==> src/rtl/superio_host_regs.sv <==
// superio_host_regs
//   Host-side register block sitting in front of the SuperIO ISA bus
//   sequencer. An Avalon-MM slave (readLatency 1) stages an ISA address,
//   one byte of write data and a read/write request. The request bits are
//   driven to the sequencer, whose active-low strobes copy the staged
//   values onto the ISA drivers, capture read data and end the
//   transaction. A watchdog aborts requests the sequencer never completes.
//
// Ports
//   clk, reset            clock, asynchronous active-low reset
//   avs_*                 Avalon-MM slave: 0 CONTROL, 1 ADDRESS, 2 WDATA,
//                         3 STATUS {timeout, done, busy, read_data[7:0]}
//   control_out           sequencer control_in (bit0 read, bit1 write)
//   address_load, data_load, data_read, control_reset
//                         active-low sequencer strobes
//   isa_addr, isa_data_out, isa_data_oe, isa_data_in
//                         ISA bus address/data drive and data sample
module superio_host_regs #(
    parameter int TIMEOUT_CYCLES = 64,
    parameter int ADDR_WIDTH     = 16
) (
    input  logic                  clk,
    input  logic                  reset,
    input  logic [1:0]            avs_address,
    input  logic                  avs_write,
    input  logic                  avs_read,
    input  logic [31:0]           avs_writedata,
    output logic [31:0]           avs_readdata,
    output logic [7:0]            control_out,
    input  logic                  address_load,
    input  logic                  data_load,
    input  logic                  data_read,
    input  logic                  control_reset,
    output logic [ADDR_WIDTH-1:0] isa_addr,
    output logic [7:0]            isa_data_out,
    output logic                  isa_data_oe,
    input  logic [7:0]            isa_data_in
);

    localparam logic [1:0]  REG_CONTROL = 2'd0;
    localparam logic [1:0]  REG_ADDRESS = 2'd1;
    localparam logic [1:0]  REG_WDATA   = 2'd2;
    localparam logic [1:0]  REG_STATUS  = 2'd3;
    localparam logic [15:0] WDOG_LAST   = 16'(TIMEOUT_CYCLES - 1);

    logic [1:0]            req_q, req_d;
    logic [ADDR_WIDTH-1:0] staged_addr_q, staged_addr_d;
    logic [7:0]            staged_wdata_q, staged_wdata_d;
    logic [7:0]            read_data_q, read_data_d;
    logic                  done_q, done_d;
    logic                  timeout_q, timeout_d;
    logic [15:0]           wdog_q, wdog_d;
    logic [ADDR_WIDTH-1:0] isa_addr_q, isa_addr_d;
    logic [7:0]            isa_data_out_q, isa_data_out_d;
    logic                  isa_data_oe_q, isa_data_oe_d;
    logic [31:0]           readdata_q, readdata_d;

    logic busy;
    logic wdog_expired;

    assign busy         = |req_q;
    assign wdog_expired = busy && (wdog_q == WDOG_LAST);

    always_comb begin
        req_d          = req_q;
        staged_addr_d  = staged_addr_q;
        staged_wdata_d = staged_wdata_q;
        read_data_d    = read_data_q;
        done_d         = done_q;
        timeout_d      = timeout_q;
        wdog_d         = wdog_q;
        isa_addr_d     = isa_addr_q;
        isa_data_out_d = isa_data_out_q;
        isa_data_oe_d  = isa_data_oe_q;
        readdata_d     = readdata_q;

        if (busy) begin
            wdog_d = wdog_q + 16'd1;
        end

        // Host register writes are locked out for the whole transaction.
        if (avs_write && !busy) begin
            case (avs_address)
                REG_ADDRESS: staged_addr_d  = avs_writedata[ADDR_WIDTH-1:0];
                REG_WDATA:   staged_wdata_d = avs_writedata[7:0];
                REG_CONTROL: begin
                    if (avs_writedata[1:0] != 2'b00) begin
                        // Read has priority when both request bits are set.
                        req_d     = avs_writedata[0] ? 2'b01 : 2'b10;
                        done_d    = 1'b0;
                        timeout_d = 1'b0;
                        wdog_d    = '0;
                    end
                end
                default: ;
            endcase
        end

        if (avs_read) begin
            case (avs_address)
                REG_CONTROL: readdata_d = {30'b0, req_q};
                REG_ADDRESS: readdata_d = 32'(staged_addr_q);
                REG_WDATA:   readdata_d = {24'b0, staged_wdata_q};
                default: begin
                    // Returned value shows the flags before this read clears them.
                    readdata_d = {21'b0, timeout_q, done_q, busy, read_data_q};
                    done_d     = 1'b0;
                    timeout_d  = 1'b0;
                end
            endcase
        end

        if (!address_load) begin
            isa_addr_d = staged_addr_q;
        end
        if (!data_load) begin
            isa_data_out_d = staged_wdata_q;
            isa_data_oe_d  = 1'b1;
        end
        if (!data_read) begin
            read_data_d = isa_data_in;
        end

        // Completion is evaluated last so it overrides both the watchdog
        // abort and a same-cycle STATUS clear of done.
        if (wdog_expired) begin
            req_d         = 2'b00;
            isa_data_oe_d = 1'b0;
            timeout_d     = 1'b1;
            wdog_d        = '0;
        end
        if (!control_reset) begin
            req_d         = 2'b00;
            isa_data_oe_d = 1'b0;
            done_d        = 1'b1;
            timeout_d     = timeout_q & ~wdog_expired;
            wdog_d        = '0;
        end
    end

    always_ff @(posedge clk or negedge reset) begin
        if (!reset) begin
            req_q          <= '0;
            staged_addr_q  <= '0;
            staged_wdata_q <= '0;
            read_data_q    <= '0;
            done_q         <= 1'b0;
            timeout_q      <= 1'b0;
            wdog_q         <= '0;
            isa_addr_q     <= '0;
            isa_data_out_q <= '0;
            isa_data_oe_q  <= 1'b0;
            readdata_q     <= '0;
        end else begin
            req_q          <= req_d;
            staged_addr_q  <= staged_addr_d;
            staged_wdata_q <= staged_wdata_d;
            read_data_q    <= read_data_d;
            done_q         <= done_d;
            timeout_q      <= timeout_d;
            wdog_q         <= wdog_d;
            isa_addr_q     <= isa_addr_d;
            isa_data_out_q <= isa_data_out_d;
            isa_data_oe_q  <= isa_data_oe_d;
            readdata_q     <= readdata_d;
        end
    end

    assign control_out  = {6'b0, req_q};
    assign isa_addr     = isa_addr_q;
    assign isa_data_out = isa_data_out_q;
    assign isa_data_oe  = isa_data_oe_q;
    assign avs_readdata = readdata_q;

endmodule

==> config.mk <==
export PLATFORM = sky130hd
export DESIGN_NAME = superio_host_regs
export DESIGN_NICKNAME = d
export VERILOG_FILES = /design/src/rtl/superio_host_regs.sv
export SDC_FILE = /design/constraint.sdc
export NUM_CORES = 1
export LEC_CHECK = 0
export ABC_AREA = 1
export CAP_MARGIN = 5
export CORE_ASPECT_RATIO = 0.9
export CORE_MARGIN = 2
export CORE_UTILIZATION = 52
export DETAILED_ROUTE_END_ITERATION = 10
export GPL_ROUTABILITY_DRIVEN = 0
export PLACE_DENSITY = 0.88
export SKIP_LAST_GASP = 1
export SYNTH_ARGS = -nofsm -noshare
export SYNTH_HDL_FRONTEND = slang
export SYNTH_SLANG_ARGS = --single-unit
==> constraint.sdc <==
create_clock -name clk -period 3.6 [get_ports clk]
set_clock_uncertainty 0.2 [all_clocks]
set_input_delay 0.36 -clock clk [delete_from_list [all_inputs] [get_ports clk]]
set_output_delay 0.36 -clock clk [all_outputs]
set_load 0.05 [all_outputs]
# Yosys cells after proc, flatten, opt, wreduce, memory -nomap -nowiden
# Index checks and enable logic that the tools add are counted.
classes:
  addsub: 1
  eq_ne: 7
  muxes: 29
  bitwise_logic: 2
  n_reduce_logical: 10
ops:
  columns: ["cell", "count"]
  rows:
  - ["two-way mux 16 bit", 6]
  - ["one-hot mux 16 bit (3 select lines)", 1]
  - ["adder 16 x 1 -> 16 bit (second input constant)", 1]
  - ["== test 16 x 6 -> 1 bit (second input constant)", 1]
  - ["two-way mux 1 bit", 16]
  - ["two-way mux 2 bit", 6]
  - ["inequality test 3 x 1 -> 1 bit (second input constant)", 3]
  - ["AND reduction 2 bit", 2]
  - ["inequality test 3 x 2 -> 1 bit (second input constant)", 1]
  - ["AND reduction 3 bit", 1]
  - ["OR reduction 3 bit", 1]
  - ["== test 2 x 1 -> 1 bit (second input constant)", 1]
  - ["== test 2 bit (second input constant)", 1]
  - ["logical AND 1 bit", 2]
  - ["logical NOT 2 bit", 1]
  - ["nonzero test 2 bit", 1]
  - ["OR reduction 2 bit", 1]
  - ["AND 1 bit", 1]
  - ["logical NOT 1 bit", 1]
  - ["inverter 1 bit", 1]
totals:
  ff_bits: 109
  inputBits: 50
  output_inout_bits: 65
  elab_cells: 60

# Depth between registers and ports, before layout
depth:
  ltp_word: 8
  mapped_depth: 9
  depth_no_buf: 9

# Least setup slack after synthesis
# Ideal clock, no wire load.
synth_path:
  path_kind: "reg-to-reg"
  startpoint: "reg req_q[1]"
  endpoint: "reg wdog_q[13]"
  setup_ps: 117
  t_arrival_ps: 1444
  t_required_ps: 3283
  setup_slack_ps: 1839
  stages_incl_launch_ff: 8
  n_path_buf: 0
  synth_period_minus_slack_ps: 1761
  cell_sequence: "dfrtp_1 -> nor2_4 -> nor2_1 -> nand2_1 -> nor2_1 -> nand3_1 -> nand2_1 -> nor2_1"
synth_via:
  elab_chain_cells: 7
  word_cells_on_any_way: 10
  cone_classes: "mux: 6; reduce/logical: 4"
synth_rtl:
  columns: ["item", "line_no", "source"]
  rows:
  - ["from (decl)", "46", "logic [1:0] req_q, req_d;"]
  - ["from (signal assigned)", "155", "req_q <= req_d;"]
  - ["OR reduction 2 bit (*)", "61", "assign busy = |req_q;"]
  - ["two-way mux 16 bit", "77", "if (busy) begin"]
  - ["two-way mux 16 bit", "87", "if (avs_writedata[1:0] != 2'b00) begin"]
  - ["two-way mux 16 bit", "83", "case (avs_address)"]
  - ["two-way mux 16 bit", "82", "if (avs_write && !busy) begin"]
  - ["two-way mux 16 bit (*)", "126", "if (wdog_expired) begin"]
  - ["two-way mux 16 bit (*)", "132", "if (!control_reset) begin"]
  - ["named net wdog_d[13]", "52", "logic [15:0] wdog_q, wdog_d;"]
  - ["to (signal assigned)", "161", "wdog_q <= wdog_d;"]
  - ["to (decl)", "52", null]
# Mark *: on every way through the listed nets, which the timed path passes. The rest lies on a longest branch.
# A chain may end at the register's enable or synchronous reset.

# Worst setup path after layout
layout_path:
  startpoint: "in avs_address[0]"
  endpoint: "reg staged_addr_q[5]"
layout_via:
  elab_chain_cells: 2
layout_rtl:
  columns: ["item", "line_no", "source"]
  rows:
  - ["from (decl)", "24", "input logic [1:0] avs_address,"]
  - ["== test 2 x 1 -> 1 bit", "83", null]
  - ["AND reduction 2 bit (no line)", null, null]
  - ["to (signal assigned)", "156", "staged_addr_q <= staged_addr_d;"]
  - ["to (decl)", "47", "logic [ADDR_WIDTH-1:0] staged_addr_q, staged_addr_d;"]
# No other way between the ends.

==> impl_results.md <==
* Status: completed
* Slew @ Worst Pin at 1.00 ns
* Crit-path max cell delay at 0.63 ns
* Slew headroom at 0.331
* R2r worst-path depth at 5
* Port Buffers at 76
* Crit end category: register
* Synthesized area at 0.00413 mm^2
* First-pass DRT Iterations at 5
* Total GRT Usage at 0.228
* Hold-critical path depth at 2
* Post-layout nets at 580
* Reg area at 0.00233 mm^2
* Vias in the first global route at 3235
* CTS tree: yes
* Peak supply drop at 329 uV
* Area of the multi-input gates at 0.00145 mm^2
* Finished Core Util at 0.666
* Die X at 98.0 um
* Library cells used by synthesis at 30
* DIE HEIGHT at 88.6 um
* Hold Crit Class: reg2reg
* Drt total wl at 9340 um
* Worst-path cell with the longest stage delay: nand2_1
* Yosys reg bits at 93
* Post-place setup slack at 0.941 ns
* DRC viols at 0
* CP required at 3.66 ns
* Endpoints failing setup at 0
* H-tree depth at 3
* Initial antenna violation count at 0
* # rows at 30
* Unrepaired setup endpoints after global routing: false
* Worst-path cell chain: clkdlybuf4s50_1, inv_1, nor2_1, nand2_1, o21ai_0
* PD cells at 528 mW/mm^2
* Die area at 0.00868 mm^2
* Gate Count Post-Synth at 454
* Pin count of the biggest net entering global routing at 56
* Final hold violation count at 0
* CP max FO at 32
* DR vias at 3287
* Antenna Violating Nets Remaining at 0
* Initial Util at 0.542
* Final min period at 2.27 ns
* Final worst setup slack at 1.33 ns
* Antenna Cells at 0
* Fraction of layout cells with a size suffix above 1 at 0.0693
* Post-detail-place hpwl at 6690 um
* Critical path class: in2reg
* Layout fillers at 562
* Syn Area/Cell at 9.10 um^2
* F_max at 440 MHz
* Startpoint types: input pin
* Crit path DAT at 2.33 ns
* Sequential element share of the synthesized area at 0.563
* Drt wl/cell at 14.8 um
* Initial drt markers at 181
* Clk sinks at 93
* Congestion Overflow GR at 0
* TritonCTS Buffers at 9
* Setup TNS at 0 ns
* Synth-to-Final Area Change at 22.7%
* IO Pins at 115
* Lkg Pwr at 2.39 nW
* Tot Pwr at 2.68 mW
* Syn. warnings at 0
* Root Buffer: clkbuf_8
* Fin. max-slew vios at 0
* First-pass GRT wire length at 15600 um
* Max-cap viol count at 0
* Core Footprint at 0.00762 mm^2
* Worst-case clock buffer depth at 2
* Via/cell ratio at 5.22
* Clock-pin slew on the worst setup and hold paths at 0.10 ns
* Final cycle utilization of the critical path at 0.631
* Clock Latency Late Sink at 0.37 ns
cell usage after synthesis (all sizes together):
| library cell | number | area [um^2] |
|---|---|---|
| o31ai | 5 | 37.5 |
| inv | 54 | 203 |
| o221ai | 2 | 17.5 |
| xnor2 | 4 | 35.0 |
| conb | 1 | 3.75 |
| mux2 | 12 | 135 |
| o21ai | 46 | 230 |
| buf | 28 | 201 |
| dfrtp | 93 | 2330 |
| o211ai | 1 | 7.51 |
| ha | 1 | 12.5 |
| mux2i | 1 | 10.0 |
| nor2 | 54 | 213 |
| nor3 | 4 | 20.0 |
| nand4 | 2 | 12.5 |
| nand2 | 92 | 360 |
| nand3 | 12 | 60.1 |
| a41oi | 1 | 8.76 |
| clkbuf | 8 | 30.0 |
| a31oi | 2 | 12.5 |
| o22ai | 5 | 31.3 |
| a21oi | 20 | 111 |
| xor2 | 6 | 52.6 |
cells by family after synthesis:
group	after synthesis	synth area share
AO/OA/AOI/OAI	82	0.111
XOR/XNOR	10	0.0212
adder cells (fa/ha/maj)	1	0.00303
buffers and inverters	90	0.105
flip-flops	93	0.563
multiplexers	13	0.0351
other	1	0.000907
AND/OR/NAND/NOR	164	0.161
metrics by stage:
stage               std cells  hold slack, ns  area, um^2
finish                    630           0.293        5070
global route              630           0.317        5070
CTS                       630           0.296        5070
detailed placement        613           0.242        4870
global placement          613           0.227        4870
floorplan                 475          -0.136        4210
report_power, final:
| part | switching, mW | internal (mW) | total [mW] |
|---|---|---|---|
| Clock | 0.404 | 0.268 | 0.671 |
| Sequential | 0.0780 | 1.18 | 1.26 |
| Combinational | 0.512 | 0.235 | 0.747 |
| Total | 0.993 | 1.68 | 2.68 |
worst max-delay path, delay by kind of cell:
family / cells / cell delay (ns)
simple gates: 2 / 0.92
compound gates: 1 / 0.43
buf+inv: 2 / 0.62
final timing paths:
check	from	end	slack (ns)
max in group asynchronous	reset	wdog_q[6]	2.06
setup reg to reg	req_q[0]	staged_addr_q[5]	1.39
hold / removal	isa_addr[10]	isa_addr[10]	0.29
setup / recovery	avs_address[0]	staged_addr_q[5]	1.33
hold reg to reg	isa_addr[10]	isa_addr[10]	0.29
min in group asynchronous	reset	isa_data_out[3]	0.40
layout by cell type, fill, tap and decap left out, types with 3 or more instances in the layout:
cell type	count
a21oi_1	19
buf_4	3
clkbuf_8	9
clkdlybuf4s50_1	75
conb_1	22
dfrtp_1	93
inv_1	53
mux2_2	12
nand2_1	90
nand3_1	12
nor2_1	52
nor3_1	4
o21ai_0	46
o22ai_1	5
o31ai_1	5
xnor2_1	4
xor2_1	6
what timing repair did:
item                                   in CTS  in global routing
hold buffers                                1                  0
endpoints found under the hold margin      53                  0
setup buffers                               0                  0
gates resized for setup                     0                  0
area by class of cell:
cell class,count,area share
multi-input combinational,292,0.286
tap,96,0.0237
clock buffer,9,0.0244
timing repair buffer,79,0.154
clock inverter,7,0.0128
sequential,93,0.459
inverter,54,0.0400
sequential cells by signal (all words and copies together), names as in the netlist, 2 cells and up:
| signal | cells |
|---|---|
| avs_readdata | 16 |
| isa_addr | 16 |
| staged_addr_q | 16 |
| wdog_q | 16 |
| isa_data_out | 8 |
| read_data_q | 8 |
| staged_wdata_q | 8 |
| req_q | 2 |
routing by layer:
metal	part of all wire	vias up	wire [um]	global-route usage
met5	0	-	0	0
met4	0.031	0	289	0.0934
met3	0.052	25	484	0.0498
met2	0.48	131	4440	0.377
met1	0.44	1587	4130	0.299
li1	-	1544	-	-
No activity file was read; power rests on OpenSTA's default activity.
